`src/rtl/io_port_responder.sv`:
```
// Host-side endpoint for the CPU's IN/OUT ports: an input FIFO feeds cpu_in_port and
// advances on each IN consume, an output FIFO captures each OUT writeback for the host.
module io_port_responder #(
  parameter int unsigned        DATA_W     = 16,
  parameter int unsigned        DEPTH      = 8,
  parameter logic [DATA_W-1:0]  DEFAULT_IN = '0,
  localparam int unsigned       CW         = $clog2(DEPTH) + 1
) (
  input  logic              clk,
  input  logic              rst,
  input  logic [DATA_W-1:0] cpu_out_port,
  input  logic              cpu_out_strobe,
  output logic [DATA_W-1:0] cpu_in_port,
  input  logic              cpu_in_ack,
  input  logic [DATA_W-1:0] host_in_data,
  input  logic              host_in_valid,
  output logic              host_in_ready,
  output logic [DATA_W-1:0] host_out_data,
  output logic              host_out_valid,
  input  logic              host_out_ready,
  output logic [CW-1:0]     in_count,
  output logic [CW-1:0]     out_count,
  output logic              in_underflow,
  output logic              out_overflow,
  input  logic              clear_flags
);

  localparam int unsigned AW = $clog2(DEPTH);

  logic [DATA_W-1:0] in_mem  [DEPTH];
  logic [DATA_W-1:0] out_mem [DEPTH];
  logic [AW-1:0]     in_wr, in_rd, out_wr, out_rd;
  logic [DATA_W-1:0] last_in;

  logic in_push, in_pop, in_empty, in_full;
  logic out_push, out_pop, out_full;
  logic underflow_evt, overflow_evt;

  always_comb begin
    in_empty      = (in_count == '0);
    in_full       = (in_count == CW'(DEPTH));
    out_full      = (out_count == CW'(DEPTH));
    host_in_ready = !in_full;
    in_push       = host_in_valid && !in_full;
    in_pop        = cpu_in_ack && !in_empty;
    underflow_evt = cpu_in_ack && in_empty;

    host_out_valid = (out_count != '0);
    host_out_data  = out_mem[out_rd];
    out_pop        = host_out_valid && host_out_ready;
    // A strobe into a full FIFO is only safe when the host frees a slot this same edge.
    out_push       = cpu_out_strobe && (!out_full || out_pop);
    overflow_evt   = cpu_out_strobe && out_full && !out_pop;

    cpu_in_port = in_empty ? last_in : in_mem[in_rd];
  end

  always_ff @(posedge clk) begin
    if (in_push)  in_mem[in_wr]   <= host_in_data;
    if (out_push) out_mem[out_wr] <= cpu_out_port;
  end

  always_ff @(posedge clk or negedge rst) begin
    if (!rst) begin
      in_wr    <= '0;
      in_rd    <= '0;
      in_count <= '0;
      last_in  <= DEFAULT_IN;
    end else begin
      if (in_push) in_wr <= in_wr + AW'(1);
      if (in_pop) begin
        in_rd   <= in_rd + AW'(1);
        last_in <= in_mem[in_rd];
      end
      unique case ({in_push, in_pop})
        2'b10:   in_count <= in_count + CW'(1);
        2'b01:   in_count <= in_count - CW'(1);
        default: in_count <= in_count;
      endcase
    end
  end

  always_ff @(posedge clk or negedge rst) begin
    if (!rst) begin
      out_wr    <= '0;
      out_rd    <= '0;
      out_count <= '0;
    end else begin
      if (out_push) out_wr <= out_wr + AW'(1);
      if (out_pop)  out_rd <= out_rd + AW'(1);
      unique case ({out_push, out_pop})
        2'b10:   out_count <= out_count + CW'(1);
        2'b01:   out_count <= out_count - CW'(1);
        default: out_count <= out_count;
      endcase
    end
  end

  // Set beats clear so an event coinciding with clear_flags is never lost.
  always_ff @(posedge clk or negedge rst) begin
    if (!rst) begin
      in_underflow <= 1'b0;
      out_overflow <= 1'b0;
    end else begin
      if (underflow_evt)    in_underflow <= 1'b1;
      else if (clear_flags) in_underflow <= 1'b0;
      if (overflow_evt)     out_overflow <= 1'b1;
      else if (clear_flags) out_overflow <= 1'b0;
    end
  end

endmodule

```
`config.mk`:
```
export PLATFORM = sky130hd
export DESIGN_NAME = io_port_responder
export DESIGN_NICKNAME = d
export VERILOG_FILES = /design/src/rtl/io_port_responder.sv
export SDC_FILE = /design/constraint.sdc
export NUM_CORES = 1
export LEC_CHECK = 0
export ABC_AREA = 1
export CORE_ASPECT_RATIO = 0.75
export CORE_MARGIN = 1
export CORE_UTILIZATION = 33
export DETAILED_ROUTE_END_ITERATION = 8
export GPL_ROUTABILITY_DRIVEN = 0
export GPL_TIMING_DRIVEN = 0
export RECOVER_POWER = 25
export SETUP_SLACK_MARGIN = 0.05
export SLEW_MARGIN = 10
export SYNTH_ARGS = -nofsm -noshare
export SYNTH_HDL_FRONTEND = slang
export SYNTH_SLANG_ARGS = --single-unit
```
`constraint.sdc`:
```
create_clock -name clk -period 2.66 [get_ports clk]
set_input_delay 0.532 -clock clk [delete_from_list [all_inputs] [get_ports clk]]
set_output_delay 0.532 -clock clk [all_outputs]
set_load 0.005 [all_outputs]
```
==> metrics.md, run 1 <==
| Metric | Value |
|---|---|
| CTS root buf | clkbuf_16 |
| Crit path largest cell delay | 0.42 ns |
| Die Ht | 166.5 um |
| Die outline area | 36,850 sq um |
| EDFF count, synth | 256 |
| Worst Skew | 0.01302 ns |
| Initial antenna violation count | 1 |
| Slowest cell on the critical path | dfrtp_1 |
| Synth Area per Inst | 12.26 sq um |
| Rows | 59 |
| Period utilization | 104.2% |
| Critical path class | reg -> out |
| Port Buffer Count | 82 |
| Synth area leader | edfxtp_1 |
| Yosys top cell area share | 64.57% |
| Largest family of logic cells by synthesized area | compound AO/OA/AOI/OAI gates |
| Die W | 221.3 um |
| Crit start category | flop |
| Synth unique cells | 31 |
| Measured slew at the worst slew-check pin | 0.7811 ns |
| Vias per cell | 5.104 |
| Drt pass-1 iters | 5 |
| Fraction of registers with async set/reset | 12.93% |
| Starting Density | 33.95% |
| Yosys reg bits | 294 |
| Synth warn | 0 |
| Worst-path clk slew | 0.07 ns |
| Data arrival, critical path | 2.24 ns |
| Global-route wire length before repair | 47.50 mm |
| Routed WL per cell | 19.63 um |
| Hold crit path type | reg -> reg |
| Final worst slack | -0.1110 ns |
| Nets@finish | 1,204 |
| Worst EP required | 2.13 ns |
| Fraction of layout cells with a size suffix above 1 | 25.85% |
| Metal-1 WL | 15.14 mm |
| Total global routing track utilization | 17.01% |
| Leakage | 0.005565 uW |
| Sequential share of the synthesized area | 72.56% |
| DP HPWL | 20.61 mm |
| Top sig layer | met4 |
| DRC | 0 |
| Mapped Area | 11,910 sq um |
| Top_reg_cell synth | edfxtp_1 |
| Nature of the critical path endpoint | output port |
| Failing checks | negative setup slack |
| IO Count | 83 |
| MaxCap Viol Count | 0 |
| Pwr per Cell Area | 1201 nW/um^2 |
| RSZ-0062 raised after global routing | true |
| Synth Area in XOR/XNOR | 0.7357% |
| Relative slew slack | 47.93% |
| Pre-CTS setup slack | -0.2360 ns |
| DRT antenna net count | 0 |
| Post-synth top cells | edfxtp_1, nor2_1, o21ai_0 |
| TritonCTS clock tree | done |
| Largest net degree at the start of global routing | 31 |
| Most common cell in the synthesized netlist | edfxtp_1 |
| Met2 WL post-DR | 13.75 mm |
| Compound-cell area share of the yosys netlist | 11.31% |
| Fillers | 3,124 |
| Final hold violation count | 0 |
| Final Slew Violations | 0 |
| Post-synthesis mux area share | 0% |
| WL met3 | 2.657 mm |
| Setup Viol. Count Final | 12 |
| Via count | 8,356 |
| Routed wire length | 32.13 mm |
| Maximum vdd drop | 0.5553 mV |
| Synth Instances | 971 |
| Critical Path Fanout Max | 6 |
| Vias in the first global route | 7,718 |
| Fmax | 360.9 MHz |
| Simple-Gate Fraction of Synth Area | 11.10% |
| Post-Synth Adder-Cell Area | 0.8408% |
| CTS Sinks | 294 |
| Max clock buf depth | 3 |
| Core footprint | 35,060 sq um |
| Power Total | 18,690 uW |
| DR iter-0 viols | 795 |
| Top post-synthesis cells by area | edfxtp_1, dfrtp_1, nor2_1, o21ai_0, o21ai_1 |
| Tmin final | 2.771 ns |
| Cts bufs inserted | 30 |
| Outcome | complete, but fails checks |
| Worst skew pair latency | 0.58 ns |
| Critical path, cell by cell | inv_2, buf_6, buf_8, buf_6, nor2_2, o211ai_1, o21ai_2, o21ai_2, buf_2 |
| Synth Net Count | 1,018 |
| ANT cells | 0 |
| Layout area overhead | 30.76% |
| H-tree levels | 1 |
| Total gr overflow | 0 |
power by group:
group	switching [uW]	internal, uW	leakage (uW)
clock network	1770	2310	0.000460
registers	391	5860	0.00278
logic	4700	3660	0.00233
total	6860	11800	0.00557
worst max-delay path, delay by kind of cell, from the launching register on:
family / cells / cell delay (ns)
DFF: 1 / 0.42
and+or+nand+nor: 1 / 0.03
AOI/OAI and AO/OA: 3 / 0.60
buffers and inverters: 5 / 0.60
sequential cells by signal (all words and copies together) (netlist names), 3 cells and up:
register   flops
out_count      4
in_wr          3
out_wr         3
in_mem       128
out_rd         3
last_in       16
in_count       4
in_rd          3
out_mem      128
stage by stage:
stage               area (sq um)  setup TNS [ns]  util [%]  hold slack, ns  cells
CTS                        15170         -0.5435     43.28          0.3572   1622
finish                     15570         -0.4313     44.40          0.4848   1637
detailed placement         13590          -5.444     38.74          0.4390   1527
global placement           13300         -163.56     37.92          0.4649   1510
global route               15570          -2.409     44.40          0.5123   1637
floorplan                  11910               0         -          0.2364    971
logic make-up after synthesis:
group                    Yosys count
adder cells (fa/ha/maj)            8
AO/OA/AOI/OAI                    250
XOR/XNOR                          10
AND/OR/NAND/NOR                  332
buffers and inverters             77
flip-flops                       294
final cells by class:
class                   count  area (sq um)  area share (%)
inverters                  24         92.59          0.5948
clock inverters             9         92.59          0.5948
multi-input cells         600          3221           20.69
flip-flops and latches    294          8641           55.51
clock buffers              46         850.8           5.465
well taps                 457         571.8           3.673
repair buffers            156          1525           9.797
plain buffers              51         573.1           3.681
final timing paths:
kind / from / to / cells after the start / slack [ns]
max: in_rd[0]$_DFFE_PN0P_ / cpu_in_port[11] / 9 / -0.11
min: last_in[11]$_DFFE_PN0P_ / last_in[11]$_DFFE_PN0P_ / 2 / 0.48
max reg2reg: in_count[1]$_DFFE_PN0P_ / in_count[2]$_DFFE_PN0P_ / 11 / 0.37
min reg2reg: last_in[11]$_DFFE_PN0P_ / last_in[11]$_DFFE_PN0P_ / 2 / 0.48
max in group asynchronous: rst / out_rd[0]$_DFFE_PN0N_ / 3 / 1.45
min in group asynchronous: rst / in_rd[0]$_DFFE_PN0P_ / 2 / 0.54
cells in the final DEF, fill, tap and decap left out, drive strengths merged:
cell type	instances
edfxtp	256
nor2	230
o21ai	196
buf	141
nand2	80
clkbuf	62
dfrtp	38
clkdlybuf4s50	30
inv	27
dlygate4sd3	20
o22ai	17
o211ai	16
a31oi	16
nand3	14
xor2	8
ha	8
nand4	6
clkinv	5
a21oi	4
or2	2
xnor2	2
o21a	1
bufinv	1
layer usage:
metal | GRT usage (%) | up-vias
met4 | 4.165 | 0
li1 | - | 3872
met2 | 24.96 | 334
met5 | 0 | -
met3 | 2.999 | 50
met1 | 25.91 | 4100
repair_timing:
item / CTS / global route
hold endpoints to repair: 8 / 0
buffers inserted: 36 / 15
endpoints found under the setup margin: 32 / 32
hold buffers: 1 / 0
pin swaps: 46 / 50
gates resized for setup: 250 / 108
gates cloned: 3 / 3
Power figures use the tool's default switching activity.
==> run 2: changes to the inputs <==
--- a/config.mk
+++ b/config.mk
@@ -6,13 +6,16 @@
 export NUM_CORES = 1
 export LEC_CHECK = 0
 export ABC_AREA = 1
+export CELL_PAD_IN_SITES_DETAIL_PLACEMENT = 0
+export CELL_PAD_IN_SITES_GLOBAL_PLACEMENT = 1
 export CORE_ASPECT_RATIO = 0.75
 export CORE_MARGIN = 1
 export CORE_UTILIZATION = 33
 export DETAILED_ROUTE_END_ITERATION = 8
 export GPL_ROUTABILITY_DRIVEN = 0
 export GPL_TIMING_DRIVEN = 0
-export RECOVER_POWER = 25
+export PLACE_DENSITY_LB_ADDON = 0.1
+export RECOVER_POWER = 100
 export SETUP_SLACK_MARGIN = 0.05
 export SLEW_MARGIN = 10
 export SYNTH_ARGS = -nofsm -noshare
==> run 2 against run 1 <==
The run still ends with negative setup slack left. First-iteration DRC count is 37% lower. Register-to-register slack worse by 0.31 ns. Final cell count fell by 0.98%. Sequential power hardly changed. Core utilization is 1.4 points lower. Critical path depth stayed put. Total power shrank 3.5%. Global-route usage up 1.0 points. Clock-buffer cell count down 8. Critical path type unchanged. Largest cell class unchanged. Largest power group unchanged.
==> metrics.md, run 2 (synthesis results as in run 1) <==
| Metric | Value |
|---|---|
| Data arrival, critical path | 2.17 ns (was 2.24 ns) |
| DP HPWL | 22.78 mm (was 20.61 mm) |
| Pre-CTS setup slack | -0.3135 ns (was -0.2360 ns) |
| Via count | 8,021 (was 8,356) |
| Worst skew pair latency | 0.57 ns (was 0.58 ns) |
| Tmin final | 2.699 ns (was 2.771 ns) |
| Core footprint | 35,060 sq um (unchanged) |
| Maximum vdd drop | 0.4918 mV (was 0.5553 mV) |
| Clock power share | 22.0% (was 21.8%) |
| Crit start category | flop (unchanged) |
| Routed WL per cell | 20.67 um (was 19.63 um) |
| Psw | 6726 uW (was 6862 uW) |
| Vias in the first global route | 7,641 (was 7,718) |
| Worst Skew | 0.007764 ns (was 0.01302 ns) |
| DRC | 0 (unchanged) |
| Hold crit path type | reg -> reg (unchanged) |
| Outcome | complete, but fails checks (unchanged) |
| Sw frac | 37.28% (was 36.71%) |
| Die Ht | 166.5 um (unchanged) |
| Starting Density | 33.95% (unchanged) |
| RSZ-0062 raised after global routing | true (unchanged) |
| Logic pwr share | 43.5% (was 44.8%) |
| MaxCap Viol Count | 0 (unchanged) |
| Biggest regs | in_mem (128), out_mem (128), last_in (16) (unchanged) |
| Initial antenna violation count | 0 (was 1) |
| Port Buffer Count | 82 (unchanged) |
| Worst EP required | 2.13 ns (about the same) |
| Cts bufs inserted | 30 (unchanged) |
| Final worst slack | -0.03881 ns (was -0.1110 ns) |
| TritonCTS clock tree | done (unchanged) |
| Layout area overhead | 26.61% (was 30.76%) |
| Fmax | 370.5 MHz (was 360.9 MHz) |
| Routed wire length | 33.51 mm (was 32.13 mm) |
| Global-route wire length before repair | 49.47 mm (was 47.50 mm) |
| CTS Sinks | 294 (unchanged) |
| Drt pass-1 iters | 4 (was 5) |
| Seq pwr share | 34.5% (was 33.4%) |
| Period utilization | 101.5% (was 104.2%) |
| Failing checks | negative setup slack (unchanged) |
| CTS root buf | clkbuf_16 (unchanged) |
| Total global routing track utilization | 18.01% (was 17.01%) |
| DR iter-0 viols | 497 (was 795) |
| Die W | 221.3 um (unchanged) |
| Pwr per Cell Area | 1197 nW/um^2 (was 1201 nW/um^2) |
| Leakage | 0.005419 uW (was 0.005565 uW) |
| Nets@finish | 1,187 (was 1,204) |
| Relative slew slack | 33.27% (was 47.93%) |
| Max clock buf depth | 3 (unchanged) |
| DRT antenna net count | 0 (unchanged) |
| Fillers | 3,253 (was 3,124) |
| ANT cells | 0 (unchanged) |
| Setup Viol. Count Final | 4 (was 12) |
| Fin util | 42.99% (was 44.40%) |
| H-tree levels | 1 (unchanged) |
| Final Slew Violations | 0 (unchanged) |
| IO Count | 83 (unchanged) |
| Rows | 59 (unchanged) |
| Nature of the critical path endpoint | output port (unchanged) |
| Worst hold slack | 0.4893 ns (was 0.4848 ns) |
| Worst-path clk slew | 0.06 ns (was 0.07 ns) |
| Vias per cell | 4.948 (was 5.104) |
| Critical Path Fanout Max | 7 (was 6) |
| Most frequent cells in the layout | edfxtp_1, nor2_1, o21ai_0, nand2_1, o21ai_1 (unchanged) |
| Die outline area | 36,850 sq um (unchanged) |
| Commonest non-fill, non-tap cell in the layout | edfxtp_1 (unchanged) |
| Int Pwr | 11,310 uW (was 11,830 uW) |
| Total gr overflow | 0 (unchanged) |
| Final hold violation count | 0 (unchanged) |
| Measured slew at the worst slew-check pin | 1.001 ns (was 0.7811 ns) |
| Critical path class | reg -> out (unchanged) |
| Power Total | 18,040 uW (was 18,690 uW) |
| Fraction of layout cells with a size suffix above 1 | 21.39% (was 25.85%) |
| Largest net degree at the start of global routing | 23 (was 31) |
[run 2: cell types whose count changed in the layout (fill, tap and decap cells not counted), moves of 9 or more]
cell / previous run / this run
clkbuf_2: 8 / 20
buf_6: 31 / 22
nor2_1: 183 / 207
buf_8: 24 / 8
o21ai_1: 73 / 63
nor2_2: 38 / 21
o21ai_0: 86 / 99
clkdlybuf4s50_1: 30 / 4
buf_4: 37 / 28
dlygate4sd3_1: 20 / 46
[run 2: layer usage]
metal  routed length (um)  GRT usage (%)  vias to the layer above
met2                13510          24.59                      181
met5                    0              0                        -
met4                  525          3.709                        0
met3                 1496          3.035                       36
li1                     -              -                     3822
met1                17980          29.34                     3982
[run 2: worst paths after layout]
kind | start | end | slack, ns | cells after the start
worst max-delay path | out_rd[0]$_DFFE_PN0N_ | host_out_data[2] | -0.04 | 9
worst min-delay path | last_in[14]$_DFFE_PN0P_ | last_in[14]$_DFFE_PN0P_ | 0.49 | 2
worst max register to register | in_count[1]$_DFFE_PN0P_ | in_mem[4][9]$_DFFE_PP_ | 0.06 | 6
worst min register to register | last_in[14]$_DFFE_PN0P_ | last_in[14]$_DFFE_PN0P_ | 0.49 | 2
max in group asynchronous | rst | out_rd[1]$_DFFE_PN0N_ | 0.78 | 3
min in group asynchronous | rst | in_wr[1]$_DFFE_PN0P_ | 0.64 | 2
[run 2: metrics by stage]
stage	instances	area (sq um)	TNS, ns
detailed placement	1527	13590	-11.47
floorplan	971	11910	0
finish	1621	15070	-0.08885
global route	1621	15070	-7.138
global placement	1510	13300	-196.72
CTS	1608	14990	-1.412
[run 2: layout make-up]
cell class	instances	area (sq um)	share of cell area, %
well taps	457	571.8	3.793
multi-input cells	600	3045	20.20
flip-flops and latches	294	8641	57.33
clock inverters	18	122.6	0.8135
plain buffers	53	626.9	4.159
repair buffers	137	1180	7.828
clock buffers	38	790.8	5.246
inverters	24	95.09	0.6309
[run 2: what timing repair did]
item	4_1_cts	5_1_grt
setup buffers	23	11
hold endpoints to repair	16	0
pin swaps	39	46
setup endpoints to repair	32	32
resized for setup	240	99
cloned	1	4
hold buffers	1	0
[run 2: power groups by stage]
stage | Sequential [uW] | Combinational, uW | Clock (uW)
after floorplan | 6230 | 3570 | 0
after global placement | 6330 | 6720 | 0
after detailed placement | 6300 | 6920 | 0
after CTS | 6220 | 7690 | 4060
after global routing | 6310 | 8600 | 4270
final | 6230 | 7840 | 3970
[run 2: worst max-delay path, stage by stage (launching register included)]
cell and delay (ns):
dfrtp_1 0.42, inv_2 0.10, buf_4 0.18, buf_8 0.14
buf_6 0.11, nor2_2 0.03, o22ai_2 0.15, nor2_1 0.06
a31oi_1 0.24, buf_2 0.17
